File: src/rtl/ex_operand_stage_if.sv
// Signal bundle between ID, the ID/EX operand stage, the forwarding sources and the ALU.
// The master side is the surrounding pipeline; the slave side is the operand stage.
interface ex_operand_stage_if #(
   parameter int XLEN        = 32,
   parameter int STALL_CNT_W = 16
);
   logic                   id_valid;
   logic [XLEN-1:0]        id_pc;
   logic [XLEN-1:0]        id_imm;
   logic [XLEN-1:0]        id_rs1_data;
   logic [XLEN-1:0]        id_rs2_data;
   logic [4:0]             id_rs1;
   logic [4:0]             id_rs2;
   logic [4:0]             id_rd;
   logic                   id_use_rs1;
   logic                   id_use_rs2;
   logic                   id_src1_sel;
   logic                   id_src2_sel;
   logic [3:0]             id_alu_func;
   logic                   id_we;
   logic                   id_mem_read;
   logic                   flush;
   logic                   mem_valid;
   logic                   mem_we;
   logic [4:0]             mem_rd;
   logic [XLEN-1:0]        mem_result;
   logic                   wb_valid;
   logic                   wb_we;
   logic [4:0]             wb_rd;
   logic [XLEN-1:0]        wb_data;
   logic [XLEN-1:0]        alu_src1;
   logic [XLEN-1:0]        alu_src2;
   logic [3:0]             alu_func;
   logic                   ex_valid;
   logic                   ex_we;
   logic                   ex_mem_read;
   logic [4:0]             ex_rd;
   logic [XLEN-1:0]        ex_rs2_fwd;
   logic                   stall_ifid;
   logic [STALL_CNT_W-1:0] stall_cnt;

   modport master (
      output id_valid, id_pc, id_imm, id_rs1_data, id_rs2_data, id_rs1, id_rs2, id_rd,
             id_use_rs1, id_use_rs2, id_src1_sel, id_src2_sel, id_alu_func, id_we,
             id_mem_read, flush, mem_valid, mem_we, mem_rd, mem_result,
             wb_valid, wb_we, wb_rd, wb_data,
      input  alu_src1, alu_src2, alu_func, ex_valid, ex_we, ex_mem_read, ex_rd,
             ex_rs2_fwd, stall_ifid, stall_cnt
   );

   modport slave (
      input  id_valid, id_pc, id_imm, id_rs1_data, id_rs2_data, id_rs1, id_rs2, id_rd,
             id_use_rs1, id_use_rs2, id_src1_sel, id_src2_sel, id_alu_func, id_we,
             id_mem_read, flush, mem_valid, mem_we, mem_rd, mem_result,
             wb_valid, wb_we, wb_rd, wb_data,
      output alu_src1, alu_src2, alu_func, ex_valid, ex_we, ex_mem_read, ex_rd,
             ex_rs2_fwd, stall_ifid, stall_cnt
   );
endinterface

File: src/rtl/ex_operand_stage.sv
// ID/EX operand stage: registers the decoded instruction, resolves both operands through
// MEM/WB forwarding, and inserts a one-cycle bubble on a load-use hazard.
module ex_operand_stage #(
   parameter int XLEN        = 32,
   parameter int STALL_CNT_W = 16
) (
   input logic               clk,
   input logic               rstn,
   ex_operand_stage_if.slave bus
);

   logic                   ex_valid_r;
   logic [XLEN-1:0]        ex_pc_r;
   logic [XLEN-1:0]        ex_imm_r;
   logic [XLEN-1:0]        ex_rs1_data_r;
   logic [XLEN-1:0]        ex_rs2_data_r;
   logic [4:0]             ex_rs1_r;
   logic [4:0]             ex_rs2_r;
   logic [4:0]             ex_rd_r;
   logic                   ex_src1_sel_r;
   logic                   ex_src2_sel_r;
   logic [3:0]             ex_alu_func_r;
   logic                   ex_we_r;
   logic                   ex_mem_read_r;
   logic [STALL_CNT_W-1:0] stall_cnt_r;

   logic [XLEN-1:0]        fwd_rs1_s;
   logic [XLEN-1:0]        fwd_rs2_s;
   logic [XLEN-1:0]        alu_src1_s;
   logic [XLEN-1:0]        alu_src2_s;
   logic                   ex_we_s;
   logic                   ex_mem_read_s;
   logic                   dep_s;
   logic                   stall_s;

   // MEM has priority over WB; x0 is hard-wired to zero whatever the register file says.
   function automatic logic [XLEN-1:0] fwd_operand(
      input logic [4:0]      r,
      input logic [XLEN-1:0] rf_data,
      input logic            mem_hit_en,
      input logic [4:0]      mem_rd,
      input logic [XLEN-1:0] mem_result,
      input logic            wb_hit_en,
      input logic [4:0]      wb_rd,
      input logic [XLEN-1:0] wb_data
   );
      logic [XLEN-1:0] val;
      if (r == 5'd0) begin
         val = {XLEN{1'b0}};
      end else if (mem_hit_en && (mem_rd == r)) begin
         val = mem_result;
      end else if (wb_hit_en && (wb_rd == r)) begin
         val = wb_data;
      end else begin
         val = rf_data;
      end
      return val;
   endfunction

   // Operand resolution and EX control qualification.
   always_comb begin
      fwd_rs1_s = fwd_operand(ex_rs1_r, ex_rs1_data_r,
                              bus.mem_valid & bus.mem_we, bus.mem_rd, bus.mem_result,
                              bus.wb_valid & bus.wb_we, bus.wb_rd, bus.wb_data);
      fwd_rs2_s = fwd_operand(ex_rs2_r, ex_rs2_data_r,
                              bus.mem_valid & bus.mem_we, bus.mem_rd, bus.mem_result,
                              bus.wb_valid & bus.wb_we, bus.wb_rd, bus.wb_data);
      if (ex_src1_sel_r) begin
         alu_src1_s = ex_pc_r;
      end else begin
         alu_src1_s = fwd_rs1_s;
      end
      if (ex_src2_sel_r) begin
         alu_src2_s = ex_imm_r;
      end else begin
         alu_src2_s = fwd_rs2_s;
      end
      ex_we_s       = ex_valid_r & ex_we_r;
      ex_mem_read_s = ex_valid_r & ex_mem_read_r;
   end

   // Load-use detection; a flush squashes the dependent instruction so no stall is needed.
   always_comb begin
      dep_s   = (bus.id_use_rs1 & (bus.id_rs1 == ex_rd_r)) |
                (bus.id_use_rs2 & (bus.id_rs2 == ex_rd_r));
      stall_s = ex_mem_read_s & (ex_rd_r != 5'd0) & bus.id_valid & ~bus.flush & dep_s;
   end

   // EX pipeline register: reset > flush > stall bubble > capture from ID.
   always_ff @(posedge clk) begin
      if (!rstn) begin
         ex_valid_r    <= 1'b0;
         ex_pc_r       <= {XLEN{1'b0}};
         ex_imm_r      <= {XLEN{1'b0}};
         ex_rs1_data_r <= {XLEN{1'b0}};
         ex_rs2_data_r <= {XLEN{1'b0}};
         ex_rs1_r      <= 5'd0;
         ex_rs2_r      <= 5'd0;
         ex_rd_r       <= 5'd0;
         ex_src1_sel_r <= 1'b0;
         ex_src2_sel_r <= 1'b0;
         ex_alu_func_r <= 4'd0;
         ex_we_r       <= 1'b0;
         ex_mem_read_r <= 1'b0;
      end else if (bus.flush || stall_s) begin
         ex_valid_r    <= 1'b0;
      end else begin
         ex_valid_r    <= bus.id_valid;
         ex_pc_r       <= bus.id_pc;
         ex_imm_r      <= bus.id_imm;
         ex_rs1_data_r <= bus.id_rs1_data;
         ex_rs2_data_r <= bus.id_rs2_data;
         ex_rs1_r      <= bus.id_rs1;
         ex_rs2_r      <= bus.id_rs2;
         ex_rd_r       <= bus.id_rd;
         ex_src1_sel_r <= bus.id_src1_sel;
         ex_src2_sel_r <= bus.id_src2_sel;
         ex_alu_func_r <= bus.id_alu_func;
         ex_we_r       <= bus.id_we;
         ex_mem_read_r <= bus.id_mem_read;
      end
   end

   // Saturating count of inserted load-use bubbles.
   always_ff @(posedge clk) begin
      if (!rstn) begin
         stall_cnt_r <= {STALL_CNT_W{1'b0}};
      end else if (stall_s && (stall_cnt_r != {STALL_CNT_W{1'b1}})) begin
         stall_cnt_r <= stall_cnt_r + {{(STALL_CNT_W-1){1'b0}}, 1'b1};
      end else begin
         stall_cnt_r <= stall_cnt_r;
      end
   end

   assign bus.alu_src1    = alu_src1_s;
   assign bus.alu_src2    = alu_src2_s;
   assign bus.alu_func    = ex_alu_func_r;
   assign bus.ex_valid    = ex_valid_r;
   assign bus.ex_we       = ex_we_s;
   assign bus.ex_mem_read = ex_mem_read_s;
   assign bus.ex_rd       = ex_rd_r;
   assign bus.ex_rs2_fwd  = fwd_rs2_s;
   assign bus.stall_ifid  = stall_s;
   assign bus.stall_cnt   = stall_cnt_r;

endmodule

File: src/flat_wrapper.sv
// flat-port wrapper written by rule: the top's interface ports become plain ports
module ex_operand_stage_flat 
#(
   parameter int XLEN        = 32,
   parameter int STALL_CNT_W = 16
)
  (clk, rstn, bus_id_valid, bus_id_pc, bus_id_imm, bus_id_rs1_data, bus_id_rs2_data, bus_id_rs1, bus_id_rs2, bus_id_rd, bus_id_use_rs1, bus_id_use_rs2, bus_id_src1_sel, bus_id_src2_sel, bus_id_alu_func, bus_id_we, bus_id_mem_read, bus_flush, bus_mem_valid, bus_mem_we, bus_mem_rd, bus_mem_result, bus_wb_valid, bus_wb_we, bus_wb_rd, bus_wb_data, bus_alu_src1, bus_alu_src2, bus_alu_func, bus_ex_valid, bus_ex_we, bus_ex_mem_read, bus_ex_rd, bus_ex_rs2_fwd, bus_stall_ifid, bus_stall_cnt);
  ex_operand_stage_if #(.XLEN(XLEN), .STALL_CNT_W(STALL_CNT_W)) bus_i ();
  input logic clk;
  input logic rstn;
  input wire logic [$bits(bus_i.id_valid)-1:0] bus_id_valid;
  input wire logic [$bits(bus_i.id_pc)-1:0] bus_id_pc;
  input wire logic [$bits(bus_i.id_imm)-1:0] bus_id_imm;
  input wire logic [$bits(bus_i.id_rs1_data)-1:0] bus_id_rs1_data;
  input wire logic [$bits(bus_i.id_rs2_data)-1:0] bus_id_rs2_data;
  input wire logic [$bits(bus_i.id_rs1)-1:0] bus_id_rs1;
  input wire logic [$bits(bus_i.id_rs2)-1:0] bus_id_rs2;
  input wire logic [$bits(bus_i.id_rd)-1:0] bus_id_rd;
  input wire logic [$bits(bus_i.id_use_rs1)-1:0] bus_id_use_rs1;
  input wire logic [$bits(bus_i.id_use_rs2)-1:0] bus_id_use_rs2;
  input wire logic [$bits(bus_i.id_src1_sel)-1:0] bus_id_src1_sel;
  input wire logic [$bits(bus_i.id_src2_sel)-1:0] bus_id_src2_sel;
  input wire logic [$bits(bus_i.id_alu_func)-1:0] bus_id_alu_func;
  input wire logic [$bits(bus_i.id_we)-1:0] bus_id_we;
  input wire logic [$bits(bus_i.id_mem_read)-1:0] bus_id_mem_read;
  input wire logic [$bits(bus_i.flush)-1:0] bus_flush;
  input wire logic [$bits(bus_i.mem_valid)-1:0] bus_mem_valid;
  input wire logic [$bits(bus_i.mem_we)-1:0] bus_mem_we;
  input wire logic [$bits(bus_i.mem_rd)-1:0] bus_mem_rd;
  input wire logic [$bits(bus_i.mem_result)-1:0] bus_mem_result;
  input wire logic [$bits(bus_i.wb_valid)-1:0] bus_wb_valid;
  input wire logic [$bits(bus_i.wb_we)-1:0] bus_wb_we;
  input wire logic [$bits(bus_i.wb_rd)-1:0] bus_wb_rd;
  input wire logic [$bits(bus_i.wb_data)-1:0] bus_wb_data;
  output wire logic [$bits(bus_i.alu_src1)-1:0] bus_alu_src1;
  output wire logic [$bits(bus_i.alu_src2)-1:0] bus_alu_src2;
  output wire logic [$bits(bus_i.alu_func)-1:0] bus_alu_func;
  output wire logic [$bits(bus_i.ex_valid)-1:0] bus_ex_valid;
  output wire logic [$bits(bus_i.ex_we)-1:0] bus_ex_we;
  output wire logic [$bits(bus_i.ex_mem_read)-1:0] bus_ex_mem_read;
  output wire logic [$bits(bus_i.ex_rd)-1:0] bus_ex_rd;
  output wire logic [$bits(bus_i.ex_rs2_fwd)-1:0] bus_ex_rs2_fwd;
  output wire logic [$bits(bus_i.stall_ifid)-1:0] bus_stall_ifid;
  output wire logic [$bits(bus_i.stall_cnt)-1:0] bus_stall_cnt;
  assign bus_i.id_valid = bus_id_valid;
  assign bus_i.id_pc = bus_id_pc;
  assign bus_i.id_imm = bus_id_imm;
  assign bus_i.id_rs1_data = bus_id_rs1_data;
  assign bus_i.id_rs2_data = bus_id_rs2_data;
  assign bus_i.id_rs1 = bus_id_rs1;
  assign bus_i.id_rs2 = bus_id_rs2;
  assign bus_i.id_rd = bus_id_rd;
  assign bus_i.id_use_rs1 = bus_id_use_rs1;
  assign bus_i.id_use_rs2 = bus_id_use_rs2;
  assign bus_i.id_src1_sel = bus_id_src1_sel;
  assign bus_i.id_src2_sel = bus_id_src2_sel;
  assign bus_i.id_alu_func = bus_id_alu_func;
  assign bus_i.id_we = bus_id_we;
  assign bus_i.id_mem_read = bus_id_mem_read;
  assign bus_i.flush = bus_flush;
  assign bus_i.mem_valid = bus_mem_valid;
  assign bus_i.mem_we = bus_mem_we;
  assign bus_i.mem_rd = bus_mem_rd;
  assign bus_i.mem_result = bus_mem_result;
  assign bus_i.wb_valid = bus_wb_valid;
  assign bus_i.wb_we = bus_wb_we;
  assign bus_i.wb_rd = bus_wb_rd;
  assign bus_i.wb_data = bus_wb_data;
  assign bus_alu_src1 = bus_i.alu_src1;
  assign bus_alu_src2 = bus_i.alu_src2;
  assign bus_alu_func = bus_i.alu_func;
  assign bus_ex_valid = bus_i.ex_valid;
  assign bus_ex_we = bus_i.ex_we;
  assign bus_ex_mem_read = bus_i.ex_mem_read;
  assign bus_ex_rd = bus_i.ex_rd;
  assign bus_ex_rs2_fwd = bus_i.ex_rs2_fwd;
  assign bus_stall_ifid = bus_i.stall_ifid;
  assign bus_stall_cnt = bus_i.stall_cnt;
  ex_operand_stage #(.XLEN(XLEN), .STALL_CNT_W(STALL_CNT_W)) u_core (.clk(clk), .rstn(rstn), .bus(bus_i));
endmodule
File: config.mk
export PLATFORM = sky130hd
export DESIGN_NAME = ex_operand_stage_flat
export DESIGN_NICKNAME = d
export VERILOG_FILES = /design/src/rtl/ex_operand_stage_if.sv /design/src/rtl/ex_operand_stage.sv /design/src/flat_wrapper.sv
export SDC_FILE = /design/constraint.sdc
export NUM_CORES = 1
export LEC_CHECK = 0
export CELL_PAD_IN_SITES_DETAIL_PLACEMENT = 1
export CELL_PAD_IN_SITES_GLOBAL_PLACEMENT = 1
export CORE_MARGIN = 4
export CORE_UTILIZATION = 37
export CTS_CLUSTER_DIAMETER = 200
export DETAILED_ROUTE_END_ITERATION = 10
export PLACE_DENSITY_LB_ADDON = 0.08
export SYNTH_ARGS = -nofsm -noshare
export SYNTH_HDL_FRONTEND = slang
export SYNTH_SLANG_ARGS = --single-unit
File: constraint.sdc
create_clock -name clk -period 5.7 [get_ports clk]
set_clock_uncertainty 0.15 [all_clocks]
set_input_delay 1.14 -clock clk [delete_from_list [all_inputs] [get_ports clk]]
set_output_delay 1.14 -clock clk [all_outputs]
set_load 0.01 [all_outputs]
==> out/results.ini, run 1 <==
[status]
status=finished clean

[pwr]
ir_drop_v=0.000190
power.share.switching=0.333
p_int_mw=2.46
clkPwrFrac=0.319
pwr-share-seq=0.386
p_sw_mw=1.23
comb_power_share=0.295
leakagePower_nw=5.18
p_total_mw=3.69
cellPowerDensity_nw_per_um2=226

[synthesis]
synthXorXnorAreaFrac=0.0217
synth_fp_nets=1817
synthSimpleGateAreaFrac=0.278
ys_ff_latch=168
synth_compound_area_frac=0.312
ys_seq_area_frac=0.278
synth_adder_area_share=0.00104
async_flop_share=0
synth_cell_types=54
synth_area_leaders=dfxtp_1, a32oi_1, nor3b_1
yosys-top-cells-count=nand2_1, dfxtp_1, nand3_1
synth.area.mux_share=0.0282
synth_cells=1581
synth_top_area_share=0.278
ys.flop_type=dfxtp_1
ys_warn_count=0
synth_top_family_by_area=compound AO/OA/AOI/OAI gates
yosysMostFrequentCell=nand2_1
syn_area_sq_um=12100
synth_area_per_cell_sq_um=7.64
synth_edf_count=0
yosys.area.top_type=dfxtp_1

[sta]
fin_setup_tns_ns=0
fmax_ghz=0.184
setup_viol=0
drv_slew=0
rsz0062_at_grt=no
timing.final.hold_violations=0
slew_headroom=0.236
fin_crit_ns=5.44
timing.final.crit_share=0.955
worst_pin_slew_ns=1.15

[setup_path]
cp.required_ns=4.41
worstSetupEndpointType=primary output
startpoint_type=input port
crit_fanout=32
critical_path.reg2reg.startpoint=u_core.bus.ex_rd[0]$_SDFFE_PN0N_
worstSetupPathType=input port to primary output
rr_endpoint=u_core.ex_rs2_data_r[20]$_SDFFE_PN0N_
arrival_ns=4.15
reg2reg_depth=6
cp-startpoint=bus_wb_rd[4]
reg2reg_setup_slack_ns=2.22

[detailed_routing]
first_pass_iters=5
wl_um=59000
drt-wirelength-per-cell_um=26.3
initialDrtViolationCount=1237
via_per_inst=6.42
route.detailed.drc=0
ant_nets=0
num_vias=14414

[clocking]
cts_tree=done
cts-htree-levels=4
clk_pin_slew_ns=0.08
cts_made_buffers=17
ctsResizeCount=0
hold_buffers=0
post_cts_buffers=0
clk_path_buf_depth=2
clock_sinks=168
clkLatencyLatePin_ns=0.44
root_buffer=clkbuf_16

[final_layout]
syn_to_final_growth_pct=34.9
fin_util=0.511
fill_cells=3865
layout.nets=2024
stdcell_area_sq_um=16300
drive_gt1_frac=0.0433

[global_route]
grt_pass1_wl_um=88200
antenna_found_initial=16
grt_pass1_vias=14093
grt_max_degree=257
grt_usage=0.314
grt_overflow=0

[placed_design]
place.gp.congestion=0.928
dpl-instance-area_sq_um=15700
dp_hpwl_um=40600
portBuffers=359

[die]
rows=65
die_x_um=189
io_pins=360
die_height_um=189
die-area_sq_um=35600
core_sq_um=31900
start_util=0.379

[min_path]
min_path_cells=2
hp-start=u_core.bus.stall_cnt[14]$_SDFFE_PN0P_
min_to=u_core.bus.stall_cnt[14]$_SDFFE_PN0P_
hp-class=flip-flop to flip-flop

[job]
maxCapViolCount=0

worst max-delay path, stage by stage:
cell             delay [ns]
clkdlybuf4s50_1        0.45
xor2_1                 0.18
nor4_4                 0.37
buf_4                  0.40
and3_1                 0.21
a211oi_1               0.07
a211oi_1               0.65
clkdlybuf4s50_1        0.67
power by group through the flow:
stage                     Clock (mW)  Sequential [mW]  Combinational [mW]
after global routing            1.24             1.44                1.16
final                           1.18             1.43                1.09
after CTS                       1.19             1.42                1.08
after floorplan                    0             1.38               0.536
after global placement             0             1.44                1.06
after detailed placement           0             1.45                1.08
layout make-up:
| cell class | count | area, sq um | share of cell area |
|---|---|---|---|
| clock buffer | 20 | 437 | 0.0268 |
| sequential | 168 | 3370 | 0.206 |
| clock inverter | 11 | 125 | 0.00767 |
| tap | 435 | 544 | 0.0334 |
| antenna | 11 | 27.5 | 0.00169 |
| multi-input combinational | 1178 | 7790 | 0.478 |
| inverter | 36 | 140 | 0.00860 |
| timing repair buffer | 387 | 3880 | 0.238 |
sequential cells by signal (all words and copies together) (netlist names):
name	flops
u_core.bus.alu_func	4
u_core.ex_we_r	1
u_core.ex_mem_read_r	1
u_core.bus.ex_rd	5
u_core.ex_src1_sel_r	1
u_core.ex_pc_r	32
u_core.bus.stall_cnt	16
u_core.ex_imm_r	32
u_core.ex_src2_sel_r	1
u_core.ex_rs2_r	5
u_core.ex_rs2_data_r	32
u_core.ex_rs1_r	5
u_core.bus.ex_valid	1
u_core.ex_rs1_data_r	32
per-stage QoR:
stage,cells,setup WS (ns),hold slack (ns)
2_1_floorplan,1581,1.91,0.327
3_3_place_gp,2204,0.359,0.339
3_5_place_dp,2204,0.294,0.350
4_1_cts,2235,0.293,0.361
5_1_grt,2243,0.231,0.388
6_report,2246,0.258,0.360
per-layer routing:
layer	global-route usage	routed length (um)	part of all wire	vias up
li1	-	-	-	6539
met1	0.403	24400	0.41	7248
met2	0.519	28300	0.48	518
met3	0.0597	4090	0.069	97
met4	0.131	2130	0.036	12
met5	0	80	0.0014	-
placed cells by master, fill, tap and decap left out, types with 3 or more instances in the layout:
cell type | synthesis | final
clkdlybuf4s50_1 | 0 | 357
nand2_1 | 224 | 224
dfxtp_1 | 168 | 166
nand3_1 | 157 | 157
nor3b_1 | 151 | 151
a32oi_1 | 151 | 151
o211ai_1 | 148 | 148
a211oi_1 | 64 | 64
o21ai_0 | 59 | 59
inv_1 | 36 | 35
mux2i_1 | 34 | 34
and3_1 | 33 | 33
o221ai_1 | 32 | 32
buf_4 | 3 | 23
xor2_1 | 18 | 18
clkbuf_16 | 0 | 17
xnor2_1 | 12 | 12
a21oi_1 | 12 | 12
diode_2 | 0 | 11
o21ai_1 | 11 | 11
or4_1 | 9 | 9
nand4_1 | 5 | 5
nor4_1 | 5 | 5
or3_1 | 5 | 5
o31ai_1 | 5 | 5
buf_12 | 0 | 5
and2_1 | 4 | 4
o311ai_0 | 4 | 4
clkbuf_1 | 132 | 3
clkinv_4 | 0 | 3
clkinv_2 | 0 | 3
how the worst max path moves through the flow:
stage / slack (ns) / cells past startpoint / endpoint
6_report: 0.26 / 8 / bus_ex_rs2_fwd[17]
2_1_floorplan: 1.91 / 6 / bus_ex_rs2_fwd[23]
3_5_place_dp: 0.29 / 8 / bus_ex_rs2_fwd[17]
4_1_cts: 0.29 / 8 / bus_ex_rs2_fwd[17]
3_3_place_gp: 0.36 / 8 / bus_ex_rs2_fwd[17]
5_1_grt: 0.23 / 8 / bus_ex_rs2_fwd[17]
cell families (layout without fill, tap and decap cells):
family | Yosys count | count (layout)
other | 0 | 11
multiplexers | 34 | 34
flip-flops | 168 | 168
AO/OA/AOI/OAI | 495 | 495
buffers and inverters | 235 | 454
XOR/XNOR | 30 | 30
adder cells (fa/ha/maj) | 1 | 1
AND/OR/NAND/NOR | 618 | 618
(Power assumes the default switching activity.)
==> run 2: changes to the inputs <==
Settings changed: CORE_MARGIN 4 to not set.
==> out/results.ini, run 2 (synthesis results as in run 1) <==
[die]
die_x_um=183
rows=65
core_sq_um=31900
start_util=0.379
die_height_um=183
io_pins=360
die-area_sq_um=33400

[detailed_routing]
via_per_inst=6.39
ant_nets=0
route.detailed.drc=0
num_vias=14353
initialDrtViolationCount=1199
drt-wirelength-per-cell_um=25.2
first_pass_iters=5
wl_um=56500

[global_route]
grt_pass1_vias=14132
grt_usage=0.333
antenna_found_initial=15
grt_pass1_wl_um=85700
grt_overflow=0
grt_max_degree=245

[placed_design]
place.gp.congestion=0.919
dp_hpwl_um=38400
portBuffers=359

[clocking]
cts-htree-levels=4
hold_buffers=0
clkLatencyLatePin_ns=0.46
post_cts_buffers=0
root_buffer=clkbuf_16
cts_tree=done
clock_sinks=168
ctsResizeCount=0
clk_path_buf_depth=2
cts_made_buffers=17
clk_pin_slew_ns=0.07

[setup_path]
crit_fanout=30
critical_path.reg2reg.startpoint=u_core.bus.ex_rd[0]$_SDFFE_PN0N_
rr_endpoint=u_core.bus.ex_rd[3]$_SDFFE_PN0N_
arrival_ns=3.96
startpoint_type=input port
worstSetupPathType=input port to primary output
path_cells=clkdlybuf4s50_1 -> xnor2_1 -> nand4_1 -> nor2_4 -> buf_12 -> a211oi_1 -> a211oi_1 -> clkdlybuf4s50_1
reg2reg_setup_slack_ns=1.98
cp.required_ns=4.41
worstSetupEndpointType=primary output
cpMaxStageDelayCell=clkdlybuf4s50_1
critical_path.max_stage_delay_ns=0.61
reg2reg_depth=5

[min_path]
hp-class=flip-flop to flip-flop
min_path_cells=2
hp-start=u_core.bus.stall_cnt[14]$_SDFFE_PN0P_
min_to=u_core.bus.stall_cnt[14]$_SDFFE_PN0P_

[sta]
setup_viol=0
fmax_ghz=0.191
fin_setup_tns_ns=0
timing.final.crit_share=0.920
fin_worst_hold_slack_ns=0.359
rsz0062_at_grt=no
slew_headroom=0.312
drv_slew=0
fin_crit_ns=5.25
worst_pin_slew_ns=1.03
timing.final.hold_violations=0

[final_layout]
drive_gt1_frac=0.0450
final_common_cell=clkdlybuf4s50_1
fill_cells=3829
regArea_sq_um=3360
multiInputGateArea_sq_um=7790
layout.nets=2024
mostFrequentLayoutCells=clkdlybuf4s50_1, nand2_1, dfxtp_1, nand3_1
syn_to_final_growth_pct=35.0

[pwr]
p_total_mw=3.73
ir_drop_v=0.000231
p_sw_mw=1.27
comb_power_share=0.296
pwr-share-seq=0.375
leakagePower_nw=5.19
clkPwrFrac=0.329
p_int_mw=2.45
power.share.switching=0.342
cellPowerDensity_nw_per_um2=229

[status]
status=finished clean

[job]
maxCapViolCount=0

[run 2: changes by cell type in the layout (fill, tap and decap cells not counted), moves of 2 or more]
cell	change
clkinv_4	-2
clkbuf_1	-3
clkinv_2	-2
diode_2	-2
inv_6	+7
inv_8	+3
clkinvlp_4	-2
[run 2: how the worst max path moves through the flow]
stage	slack [ns]	startpoint	cells past startpoint	endpoint
final	0.45	bus_mem_rd[2]	8	bus_ex_rs2_fwd[2]
after global routing	0.38	bus_mem_rd[0]	8	bus_ex_rs2_fwd[1]
after CTS	0.48	bus_mem_rd[2]	8	bus_ex_rs2_fwd[2]
after detailed placement	0.49	bus_wb_rd[4]	8	bus_alu_src2[9]
after global placement	0.55	bus_wb_rd[4]	8	bus_alu_src2[7]
after floorplan	1.91	bus_mem_rd[0]	6	bus_ex_rs2_fwd[23]
[run 2: power groups by stage]
stage	sequential, mW	combinational (mW)	clock, mW
3_3_place_gp	1.41	1.07	0
3_5_place_dp	1.42	1.09	0
6_report	1.40	1.10	1.22
5_1_grt	1.41	1.18	1.30
4_1_cts	1.40	1.10	1.24
2_1_floorplan	1.38	0.536	0
[run 2: worst max-delay path, delay by kind of cell]
family,cells,cell delay [ns]
xor gates and xnor gates,1,0.13
buffers and inverters,3,1.40
AOI/OAI and AO/OA,2,0.46
and+or+nand+nor,2,0.78
[run 2: layer usage]
layer,global-route usage,vias to the layer above,part of all wire
met5,0,-,0.0014
met4,0.145,12,0.038
met3,0.0746,117,0.071
met2,0.551,535,0.47
met1,0.412,7156,0.42
li1,-,6533,-
[run 2: cell type report]
class	instances	share of cell area
Sequential cell	168	0.206
Multi-Input combinational cell	1178	0.477
Timing Repair Buffer	387	0.237
Antenna cell	9	0.00138
Tap cell	435	0.0334
Inverter	36	0.00859
Clock inverter	14	0.00905
Clock buffer	18	0.0269
[run 2: per-stage QoR]
| stage | instances | util | worst slack [ns] | area [sq um] |
|---|---|---|---|---|
| 2_1_floorplan | 1581 | - | 1.91 | 12100 |
| 3_3_place_gp | 2204 | 0.492 | 0.546 | 15700 |
| 3_5_place_dp | 2204 | 0.492 | 0.487 | 15700 |
| 4_1_cts | 2236 | 0.511 | 0.477 | 16300 |
| 5_1_grt | 2242 | 0.511 | 0.376 | 16300 |
| 6_report | 2245 | 0.512 | 0.454 | 16300 |
